<file path="src/rtl/bsg_link_iddr_rx_unpack_if.sv">
// Bundle of the PHY-side input word and the core-side valid/yumi,
// credit and error signals of the DDR receive unpacker.
interface bsg_link_iddr_rx_unpack_if #(
  parameter int width_p = 16
);
  logic [2*width_p-1:0] data_i;
  logic                 yumi_i;
  logic                 v_o;
  logic [width_p-2:0]   data_o;
  logic                 token_o;
  logic                 overflow_o;

  // The unpacker itself.
  modport slave (
    input  data_i,
    input  yumi_i,
    output v_o,
    output data_o,
    output token_o,
    output overflow_o
  );

  // The PHY and consumer side.
  modport master (
    output data_i,
    output yumi_i,
    input  v_o,
    input  data_o,
    input  token_o,
    input  overflow_o
  );
endinterface

</file>
<file path="src/rtl/bsg_link_iddr_rx_unpack.sv">
// DDR receive unpacker: splits each PHY word into its older (low) and
// younger (high) flits, keeps the valid ones in order in a small FIFO,
// hands them out with valid/yumi and returns decimated credit tokens.
module bsg_link_iddr_rx_unpack #(
  parameter int width_p                         = 16,
  parameter int lg_fifo_depth_p                 = 3,
  parameter int lg_credit_to_token_decimation_p = 1
) (
  input logic                     clk_i,
  input logic                     reset_n_i,
  bsg_link_iddr_rx_unpack_if.slave link
);

  localparam int depth_lp = 1 << lg_fifo_depth_p;
  localparam int cnt_w_lp = lg_fifo_depth_p + 1;
  localparam int tok_w_lp = (lg_credit_to_token_decimation_p == 0) ? 1
                                                                   : lg_credit_to_token_decimation_p;

  typedef logic [width_p-2:0]         payload_t;
  typedef logic [lg_fifo_depth_p-1:0] ptr_t;
  typedef logic [cnt_w_lp-1:0]        cnt_t;
  typedef logic [tok_w_lp-1:0]        tok_t;

  payload_t mem_q [depth_lp];

  ptr_t     rptr_q, rptr_d;
  ptr_t     wptr_q, wptr_d;
  ptr_t     wptr_p1;
  cnt_t     count_q, count_d;
  cnt_t     free_slots;
  tok_t     tok_cnt_q, tok_cnt_d;
  logic     token_q, token_d;
  logic     ovf_q, ovf_d;

  logic     vl, vh;
  logic     pop;
  logic     wr0_en, wr1_en;
  payload_t wr0_data, wr1_data;
  logic [1:0] n_wr;

  // Decode the PHY word, decide which flits fit, and compute pointer,
  // occupancy, token and overflow updates.
  always_comb begin
    vl         = link.data_i[width_p-1];
    vh         = link.data_i[2*width_p-1];
    // Space is judged on start-of-cycle occupancy; a same-cycle pop
    // does not make room for this cycle's writes.
    free_slots = cnt_t'(depth_lp) - count_q;
    pop        = link.yumi_i & (count_q != '0);
    wptr_p1    = wptr_q + ptr_t'(1);

    wr0_en   = 1'b0;
    wr1_en   = 1'b0;
    // Slot 0 takes the older flit when present, otherwise the younger one.
    wr0_data = vl ? link.data_i[width_p-2:0] : link.data_i[2*width_p-2:width_p];
    wr1_data = link.data_i[2*width_p-2:width_p];
    n_wr     = 2'd0;
    ovf_d    = ovf_q;

    if (vl & vh) begin
      if (free_slots >= cnt_t'(2)) begin
        wr0_en = 1'b1;
        wr1_en = 1'b1;
        n_wr   = 2'd2;
      end else if (free_slots == cnt_t'(1)) begin
        // Only the older flit fits; the younger one is lost.
        wr0_en = 1'b1;
        n_wr   = 2'd1;
        ovf_d  = 1'b1;
      end else begin
        ovf_d  = 1'b1;
      end
    end else if (vl | vh) begin
      if (free_slots != '0) begin
        wr0_en = 1'b1;
        n_wr   = 2'd1;
      end else begin
        ovf_d  = 1'b1;
      end
    end

    wptr_d  = wptr_q + ptr_t'(n_wr);
    rptr_d  = rptr_q + ptr_t'(pop);
    count_d = count_q + cnt_t'(n_wr) - cnt_t'(pop);

    if (lg_credit_to_token_decimation_p == 0) begin
      tok_cnt_d = '0;
      token_d   = pop;
    end else begin
      tok_cnt_d = tok_cnt_q + tok_t'(pop);
      token_d   = pop & (&tok_cnt_q);
    end
  end

  // Control state: pointers, occupancy, token counter and sticky overflow.
  always_ff @(posedge clk_i or negedge reset_n_i) begin
    if (!reset_n_i) begin
      rptr_q    <= '0;
      wptr_q    <= '0;
      count_q   <= '0;
      tok_cnt_q <= '0;
      token_q   <= 1'b0;
      ovf_q     <= 1'b0;
    end else begin
      rptr_q    <= rptr_d;
      wptr_q    <= wptr_d;
      count_q   <= count_d;
      tok_cnt_q <= tok_cnt_d;
      token_q   <= token_d;
      ovf_q     <= ovf_d;
    end
  end

  // FIFO storage; not reset, contents only matter while occupied.
  always_ff @(posedge clk_i) begin
    if (wr0_en) mem_q[wptr_q]  <= wr0_data;
    if (wr1_en) mem_q[wptr_p1] <= wr1_data;
  end

  assign link.v_o        = (count_q != '0);
  assign link.data_o     = mem_q[rptr_q];
  assign link.token_o    = token_q;
  assign link.overflow_o = ovf_q;

endmodule

</file>
<file path="src/flat_wrapper.sv">
// flat-port wrapper written by rule: the top's interface ports become plain ports
module bsg_link_iddr_rx_unpack_flat 
#(
  parameter int width_p                         = 16,
  parameter int lg_fifo_depth_p                 = 3,
  parameter int lg_credit_to_token_decimation_p = 1
)
  (clk_i, reset_n_i, link_data_i, link_yumi_i, link_v_o, link_data_o, link_token_o, link_overflow_o);
  bsg_link_iddr_rx_unpack_if #(.width_p(width_p)) link_i ();
  input logic clk_i;
  input logic reset_n_i;
  input wire logic [$bits(link_i.data_i)-1:0] link_data_i;
  input wire logic [$bits(link_i.yumi_i)-1:0] link_yumi_i;
  output wire logic [$bits(link_i.v_o)-1:0] link_v_o;
  output wire logic [$bits(link_i.data_o)-1:0] link_data_o;
  output wire logic [$bits(link_i.token_o)-1:0] link_token_o;
  output wire logic [$bits(link_i.overflow_o)-1:0] link_overflow_o;
  assign link_i.data_i = link_data_i;
  assign link_i.yumi_i = link_yumi_i;
  assign link_v_o = link_i.v_o;
  assign link_data_o = link_i.data_o;
  assign link_token_o = link_i.token_o;
  assign link_overflow_o = link_i.overflow_o;
  bsg_link_iddr_rx_unpack #(.width_p(width_p), .lg_fifo_depth_p(lg_fifo_depth_p), .lg_credit_to_token_decimation_p(lg_credit_to_token_decimation_p)) u_core (.clk_i(clk_i), .reset_n_i(reset_n_i), .link(link_i));
endmodule
</file>
<file path="config.mk">
export PLATFORM = sky130hd
export DESIGN_NAME = bsg_link_iddr_rx_unpack_flat
export DESIGN_NICKNAME = d
export VERILOG_FILES = /design/src/rtl/bsg_link_iddr_rx_unpack_if.sv /design/src/rtl/bsg_link_iddr_rx_unpack.sv /design/src/flat_wrapper.sv
export SDC_FILE = /design/constraint.sdc
export NUM_CORES = 1
export LEC_CHECK = 0
export ABC_AREA = 1
export CAP_MARGIN = 20
export CORE_MARGIN = 2
export CORE_UTILIZATION = 35
export CTS_CLUSTER_DIAMETER = 150
export DETAILED_ROUTE_END_ITERATION = 12
export PLACE_DENSITY = 0.57
export SYNTH_ARGS = -nofsm -noshare
export SYNTH_HDL_FRONTEND = slang
export SYNTH_SLANG_ARGS = --single-unit
</file>
<file path="constraint.sdc">
create_clock -name clk_i -period 4.1 [get_ports clk_i]
set_input_delay 0.82 -clock clk_i [delete_from_list [all_inputs] [get_ports clk_i]]
set_output_delay 0.82 -clock clk_i [all_outputs]
set_load 0.1 [all_outputs]
</file>
==> reports/qor.log, run 1 <==
qor: layout.final_net_count 946
qor: power.cellPowerDensity 926 nW/um2
qor: floorplanning.core_area 21800 um2
qor: worst_setup_path.worst-r2r-setup-slack 1.23 ns
qor: worst_hold_path.hold_path_end u_core.tok_cnt_q
qor: worst_setup_path.critical_path_peak_fanout 51
qor: yosys.netlist.area_leader.share 46.5%
qor: placement.dp_hpwl 15000 um
qor: worst_setup_path.critPathArrivalTime 2.56 ns
qor: worst_setup_path.r2r_cells 10
qor: worst_hold_path.timing.hold.worst.class reg -> reg
qor: detailed_routing.wl_per_cell 19.0 um
qor: detailed_routing.final_wirelength 22600 um
qor: floorplanning.top_level_ports 53
qor: detailed_routing.drtPass1Iterations 5
qor: yosys.synth-seq-cells 133
qor: clocking.clock-root-buffer sky130_fd_sc_hd__clkbuf_16
qor: sta.worst_slew_margin_rel 35.4%
qor: clocking.sinks_on_clock_net 133
qor: detailed_routing.drtAntennaViolNets 0
qor: global_routing.grt_pass1_wl 35300 um
qor: global_routing.antenna_violations_before_repair 0
qor: worst_setup_path.crit_type reg -> out
qor: detailed_routing.dr.first_iter.drc_count 584
qor: sta.setup-violations-final 0
qor: placement.gpl.final_weighted_congestion 0.853
qor: worst_setup_path.worstPathRequired 3.28 ns
qor: clocking.clock_tree.htree_level_count 4
qor: clocking.cts_post_setup_buffers_inserted 0
qor: floorplanning.initial_utilization 35.6%
qor: floorplanning.die_ht 153 um
qor: detailed_routing.detailroute.via_count 6353
qor: layout.synthToLayoutAreaGrowth 15.5%
qor: layout.diodes 0
qor: global_routing.grt_usage 19.6%
qor: outcome.outcome finished, final reports clean
qor: sta.finalWorstPathRequiredPeriod 3.38 ns
qor: layout.finish.instance_area 8940 um2
qor: floorplanning.num_rows 54
qor: global_routing.grt_use_met2 32.8%
qor: global_routing.top_usage_layer met2
qor: worst_hold_path.min-delay-start u_core.tok_cnt_q
qor: worst_hold_path.worstHoldPathCells 1
qor: placement.numPortBuffers 52
qor: yosys.synthesis.yosys.warnings 0
qor: placement.post_dp_cell_area 8400 um2
qor: floorplanning.fp.dieArea 23300 um2
qor: sta.timing.setup.tns 0 ns
qor: sta.clock-skew-final 0.00749 ns
qor: clocking.numCtsBuffers 17
qor: global_routing.grt_pass1_vias 6231
qor: clocking.clock_latency 0.43 ns
qor: placement.placed_cells_incl_taps 1155
qor: floorplanning.die_w 153 um
qor: layout.layout_common_cells sky130_fd_sc_hd__nand2_1 (314), sky130_fd_sc_hd__nand3_1 (123), sky130_fd_sc_hd__edfxtp_1 (120), sky130_fd_sc_hd__nor2_1 (96), sky130_fd_sc_hd__clkdlybuf4s50_1 (37)
qor: layout.layoutNonFillerInstCount 1187
qor: sta.final_clock_period_utilization_by_the_worst_path 82.5%
qor: yosys.post-synth-top-area-cell sky130_fd_sc_hd__edfxtp_1
qor: detailed_routing.vias_per_cell 5.35
qor: power.worst_ir_drop_vdd 0.962 mV
qor: sta.maxClockFrequency 295 MHz
qor: yosys.avgSynthCellArea 8.74 um2
qor: yosys.netlist_area 7740 um2
qor: sta.max_slew.worst_pin.slew 0.966 ns
qor: yosys.post_synth_main_area_contributors sky130_fd_sc_hd__edfxtp_1 (47%), sky130_fd_sc_hd__nand2_1 (15%), sky130_fd_sc_hd__nand3_1 (8.0%)
qor: yosys.ys_types 32
qor: power.total_power 8.28 mW
qor: clocking.clkTransAtPathRegs 0.06 ns
qor: worst_setup_path.worstReg2RegEnd u_core.mem_q[2][5]
qor: layout.post_route_cells_drive_above_1_share 10.5%
qor: flow_run.cap_viol_max_count 0
qor: worst_setup_path.worstSetupEndpointType output port
qor: global_routing.grt_use_met1 25.1%
qor: yosys.syn_nets 938
qor: clocking.post_cts.resized_instances 0
qor: power.leakage 3.77 nW
qor: global_routing.grt_start_max_net_pins 62
qor: sta.total_count_of_hold_check_failures_in_the_final_report 0
qor: yosys.netlist_instances 886
qor: clocking.clock_path_buffers 2
qor: global_routing.grt_overflow_total 0
qor: yosys.sequential_cell_area_fraction_in_the_yosys_report 50.8%
qor: clocking.cts_tree done
qor: global_routing.met3_track_utilization_from_global_routing 3.92%
qor: sta.maxSlewViolCount 0
qor: detailed_routing.route.detailed.drc 0
qor: worst_setup_path.r2r_start u_core.count_q[1]
qor: worst_setup_path.critPathLaunchType flop
qor: clocking.cts-hold-fix-buffers 0
qor: sta.grt_setup_unrepaired no
qor: layout.final_common_cell sky130_fd_sc_hd__nand2_1
==> logic make-up after synthesis <==
| group | count (synthesis) | synth area share, % |
|---|---|---|
| adders and majority gates | 17 | 2.94 |
| xor gates and xnor gates | 5 | 0.808 |
| and+or+nand+nor | 564 | 31.3 |
| AOI/OAI and AO/OA | 62 | 5.50 |
| DFF | 133 | 50.8 |
| muxes | 15 | 2.18 |
| buffers and inverters | 90 | 6.50 |
==> state kept, by name (all words and copies together), names as in the netlist <==
signal / count
u_core.wptr_q: 3
u_core.mem_q: 120
u_core.link.overflow_o: 1
u_core.tok_cnt_q: 1
u_core.link.token_o: 1
u_core.rptr_q: 3
u_core.count_q: 4
==> synth_stat cells <==
library cell	instances
sky130_fd_sc_hd__a21oi_1	1
sky130_fd_sc_hd__and2_1	1
sky130_fd_sc_hd__buf_1	1
sky130_fd_sc_hd__buf_12	1
sky130_fd_sc_hd__buf_2	17
sky130_fd_sc_hd__buf_4	20
sky130_fd_sc_hd__buf_6	7
sky130_fd_sc_hd__clkbuf_1	26
sky130_fd_sc_hd__clkinv_1	1
sky130_fd_sc_hd__dfrtp_1	13
sky130_fd_sc_hd__edfxtp_1	120
sky130_fd_sc_hd__fa_1	2
sky130_fd_sc_hd__ha_1	15
sky130_fd_sc_hd__inv_1	14
sky130_fd_sc_hd__inv_2	3
sky130_fd_sc_hd__mux2_2	15
sky130_fd_sc_hd__nand2_1	314
sky130_fd_sc_hd__nand2_2	4
sky130_fd_sc_hd__nand2_4	8
sky130_fd_sc_hd__nand3_1	123
sky130_fd_sc_hd__nand4_1	1
sky130_fd_sc_hd__nand4_2	1
sky130_fd_sc_hd__nor2_1	96
sky130_fd_sc_hd__nor2_4	8
sky130_fd_sc_hd__nor3_1	8
sky130_fd_sc_hd__o21ai_0	21
sky130_fd_sc_hd__o21ai_1	9
sky130_fd_sc_hd__o31ai_1	1
sky130_fd_sc_hd__o32ai_1	30
sky130_fd_sc_hd__xnor2_1	1
sky130_fd_sc_hd__xnor2_4	1
sky130_fd_sc_hd__xor2_1	3
==> how the worst max path moves through the flow <==
stage,slack (ns),start,to
2_1_floorplan,1.31,u_core.count_q[0],u_core.count_q[2]
3_3_place_gp,0.87,link_data_i[31],u_core.mem_q[6][5]
5_1_grt,0.57,u_core.rptr_q[1],link_data_o[2]
3_5_place_dp,0.83,link_data_i[15],u_core.mem_q[2][10]
4_1_cts,0.72,u_core.rptr_q[1],link_data_o[2]
6_report,0.72,u_core.rptr_q[1],link_data_o[2]
==> power by group <==
group,internal (mW),switching [mW]
Sequential,2.05,0.260
Combinational,1.31,3.23
Clock,0.826,0.608
==> critical path: stages (launching register included) <==
cell,delay (ns)
sky130_fd_sc_hd__dfrtp_2,0.99
sky130_fd_sc_hd__buf_4,0.32
sky130_fd_sc_hd__o21ai_0,0.11
sky130_fd_sc_hd__o32ai_1,0.25
sky130_fd_sc_hd__nand2_1,0.09
sky130_fd_sc_hd__nand2_1,0.16
sky130_fd_sc_hd__buf_12,0.19
==> through the flow <==
step                      utilization [%]  setup slack [ns]  hold WS [ns]
final                                41.1             0.716         0.481
after global routing                 41.1             0.569         0.493
after CTS                            41.1             0.721         0.486
after detailed placement             38.6             0.830         0.471
after global placement               38.6             0.870         0.466
after floorplan                         -              1.31         0.456
==> metal layers <==
metal | vias up | share of wire [%]
li1 | 3022 | -
met4 | 0 | 3.0
met2 | 311 | 48
met5 | - | 0
met1 | 2965 | 42
met3 | 55 | 7.2
==> area by class of cell <==
| cell class | count | area [um2] |
|---|---|---|
| flip-flops and latches | 133 | 3930 |
| fillers | 2125 | 12800 |
| repair buffers | 61 | 738 |
| well taps | 280 | 350 |
| inverters | 18 | 70.1 |
| clock inverters | 14 | 111 |
| multi-input cells | 663 | 3310 |
| clock buffers | 18 | 429 |
Note: power is estimated with default switching activity, not from simulation.
==> run 2, diff against run 1 <==
--- a/config.mk
+++ b/config.mk
@@ -11,7 +11,7 @@
 export CORE_UTILIZATION = 35
 export CTS_CLUSTER_DIAMETER = 150
 export DETAILED_ROUTE_END_ITERATION = 12
-export PLACE_DENSITY = 0.57
+export PLACE_DENSITY = 0.59
 export SYNTH_ARGS = -nofsm -noshare
 export SYNTH_HDL_FRONTEND = slang
 export SYNTH_SLANG_ARGS = --single-unit
==> constraint.sdc (replaced) <==
create_clock -name clk_i -period 2.9 [get_ports clk_i]
set_input_delay 0.58 -clock clk_i [delete_from_list [all_inputs] [get_ports clk_i]]
set_output_delay 0.58 -clock clk_i [all_outputs]
set_load 0.1 [all_outputs]
==> reports/qor.log, run 2 (synthesis gave the netlist of run 1 again) <==
qor: sta.setup-violations-final 0 [unchanged]
qor: floorplanning.initial_utilization 35.6% [unchanged]
qor: worst_setup_path.critPathLaunchType flop [unchanged]
qor: layout.largest_register_ff_count 120 [unchanged]
qor: detailed_routing.route.detailed.drc 0 [unchanged]
qor: placement.dp_hpwl 15000 um [about the same]
qor: layout.final_common_cell sky130_fd_sc_hd__nand2_1 [unchanged]
qor: clocking.cts_tree done [unchanged]
qor: layout.layout_common_cells sky130_fd_sc_hd__nand2_1 (314), sky130_fd_sc_hd__nand3_1 (123), sky130_fd_sc_hd__edfxtp_1 (120), sky130_fd_sc_hd__nor2_1 (96), sky130_fd_sc_hd__clkdlybuf4s50_1 (34) [was sky130_fd_sc_hd__nand2_1 (314), sky130_fd_sc_hd__nand3_1 (123), sky130_fd_sc_hd__edfxtp_1 (120), sky130_fd_sc_hd__nor2_1 (96), sky130_fd_sc_hd__clkdlybuf4s50_1 (37)]
qor: worst_setup_path.worstPathRequired 2.32 ns [was 3.28 ns]
qor: detailed_routing.detailroute.via_count 6502 [was 6353]
qor: layout.top_regs u_core.mem_q: 120 flops, u_core.count_q: 4 flops [unchanged]
qor: global_routing.grt_usage 20.2% [was 19.6%]
qor: detailed_routing.vias_per_cell 5.36 [was 5.35]
qor: global_routing.grt_pass1_vias 6281 [was 6231]
qor: sta.maxSlewViolCount 0 [unchanged]
qor: floorplanning.die_ht 153 um [unchanged]
qor: sta.max_slew.worst_pin.slew 0.641 ns [was 0.966 ns]
qor: global_routing.grt_start_max_net_pins 81 [was 62]
qor: global_routing.grt_pass1_wl 36200 um [was 35300 um]
qor: clocking.clock_path_buffers 2 [unchanged]
qor: flow_run.cap_viol_max_count 0 [unchanged]
qor: floorplanning.top_level_ports 53 [unchanged]
qor: detailed_routing.drtAntennaViolNets 0 [unchanged]
qor: power.cellPowerDensity 1320 nW/um2 [was 926 nW/um2]
qor: clocking.post_cts.resized_instances 0 [unchanged]
qor: floorplanning.die_w 153 um [unchanged]
qor: clocking.numCtsBuffers 17 [unchanged]
qor: sta.finalWorstPathRequiredPeriod 2.76 ns
qor: global_routing.antenna_violations_before_repair 0 [unchanged]
qor: layout.max_flop_register u_core.mem_q [unchanged]
qor: worst_setup_path.critPathArrivalTime 2.18 ns [was 2.56 ns]
qor: placement.gpl.final_weighted_congestion 0.859 [was 0.853]
qor: layout.synthToLayoutAreaGrowth 18.8% [was 15.5%]
qor: sta.grt_setup_unrepaired no [unchanged]
qor: sta.maxClockFrequency 363 MHz
qor: floorplanning.fp.dieArea 23300 um2 [unchanged]
qor: global_routing.grt_overflow_total 0 [unchanged]
qor: worst_hold_path.timing.hold.worst.class reg -> reg [unchanged]
qor: outcome.outcome finished, final reports clean [unchanged]
qor: clocking.cts_post_setup_buffers_inserted 0 [unchanged]
qor: worst_setup_path.worstSetupEndpointType output port [unchanged]
qor: detailed_routing.drtPass1Iterations 5 [unchanged]
qor: floorplanning.num_rows 54 [unchanged]
qor: power.worst_ir_drop_vdd 1.36 mV [was 0.962 mV]
qor: clocking.clkTransAtPathRegs 0.06 ns [about the same]
qor: detailed_routing.wl_per_cell 19.1 um [was 19.0 um]
qor: power.leakage 3.93 nW [was 3.77 nW]
qor: layout.final_net_count 971 [was 946]
qor: worst_setup_path.crit_type reg -> out [unchanged]
qor: clocking.cts-hold-fix-buffers 0 [unchanged]
qor: layout.layout_fillers 2131 [was 2125]
qor: power.total_power 12.1 mW [was 8.28 mW]
qor: clocking.clock_tree.htree_level_count 4 [unchanged]
qor: placement.numPortBuffers 52 [unchanged]
qor: worst_setup_path.critical_path_peak_fanout 19 [was 51]
qor: detailed_routing.dr.first_iter.drc_count 753 [was 584]
qor: sta.worst_slew_margin_rel 57.2% [was 35.4%]
qor: clocking.clock-root-buffer sky130_fd_sc_hd__clkbuf_16 [unchanged]
qor: sta.hold-worst-slack 0.485 ns [was 0.481 ns]
qor: clocking.sinks_on_clock_net 133 [unchanged]
qor: layout.post_route_cells_drive_above_1_share 12.9% [was 10.5%]
qor: sta.final_clock_period_utilization_by_the_worst_path 95.1%
qor: detailed_routing.final_wirelength 23200 um [was 22600 um]
qor: sta.total_count_of_hold_check_failures_in_the_final_report 0 [unchanged]
qor: layout.diodes 0 [unchanged]
qor: clocking.clock_latency 0.42 ns [was 0.43 ns]
qor: sta.clock-skew-final 0.00765 ns [was 0.00749 ns]
qor: floorplanning.core_area 21800 um2 [unchanged]
qor: sta.timing.setup.tns 0 ns [unchanged]
==> run 2: changes by cell type in the layout (fill, tap and decap cells not counted), sizes merged <==
| cell | delta |
|---|---|
| buf | +28 |
| bufinv | +1 |
| clkbuf | +1 |
| clkdlybuf4s50 | -3 |
| clkinv | +1 |
| clkinvlp | -1 |
| inv | -2 |
==> run 2: where the power goes <==
part	switching [mW]	leakage (nW)	internal, mW
registers	0.252	1.25	2.88
clock network	0.795	0.268	1.24
logic	4.84	2.41	2.11
==> run 2: metal layers <==
| layer | track usage (%) | routed length [um] | vias to the layer above |
|---|---|---|---|
| met5 | 0 | 0 | - |
| met4 | 7.28 | 493 | 0 |
| met3 | 3.75 | 1930 | 37 |
| met2 | 32.9 | 11100 | 335 |
| met1 | 27.0 | 9660 | 3063 |
| li1 | - | - | 3067 |
==> run 2: layout make-up <==
cell class              instances  area, um2  share of cell area (%)
flip-flops and latches        133       3930                    42.7
clock inverters                13        115                    1.25
repair buffers                 86        981                    10.7
inverters                      18       70.1                   0.762
well taps                     280        350                    3.81
multi-input cells             663       3320                    36.1
clock buffers                  19        433                    4.71
==> run 2: worst paths after layout <==
check	slack, ns	to	cells after the start	startpoint
worst max-delay path	0.14	link_data_o[11]	5	u_core.rptr_q[1]
worst min-delay path	0.48	u_core.tok_cnt_q	1	u_core.tok_cnt_q
worst max register to register	0.49	u_core.mem_q[4][13]	11	u_core.count_q[0]
worst min register to register	0.48	u_core.tok_cnt_q	1	u_core.tok_cnt_q
max in group asynchronous	1.95	u_core.rptr_q[1]	1	reset_n_i
min in group asynchronous	0.53	u_core.link.overflow_o	1	reset_n_i
==> run 2: metrics by stage <==
| step | utilization, % | instances | worst slack (ns) | instance area, um2 |
|---|---|---|---|---|
| 3_3_place_gp | 39.7 | 1180 | 0.274 | 8640 |
| 2_1_floorplan | - | 886 | 0.112 | 7740 |
| 3_5_place_dp | 39.7 | 1180 | 0.270 | 8640 |
| 4_1_cts | 42.2 | 1212 | 0.0586 | 9190 |
| 6_report | 42.3 | 1212 | 0.142 | 9200 |
| 5_1_grt | 42.3 | 1212 | 0.0226 | 9200 |
==> run 2: worst max-delay path: stages, from the launching register on <==
cell and delay, ns:
sky130_fd_sc_hd__dfrtp_2 0.56, sky130_fd_sc_hd__buf_4 0.26, sky130_fd_sc_hd__o32ai_1 0.42, sky130_fd_sc_hd__nand2_1 0.15, sky130_fd_sc_hd__nand2_1 0.16, sky130_fd_sc_hd__buf_12 0.19
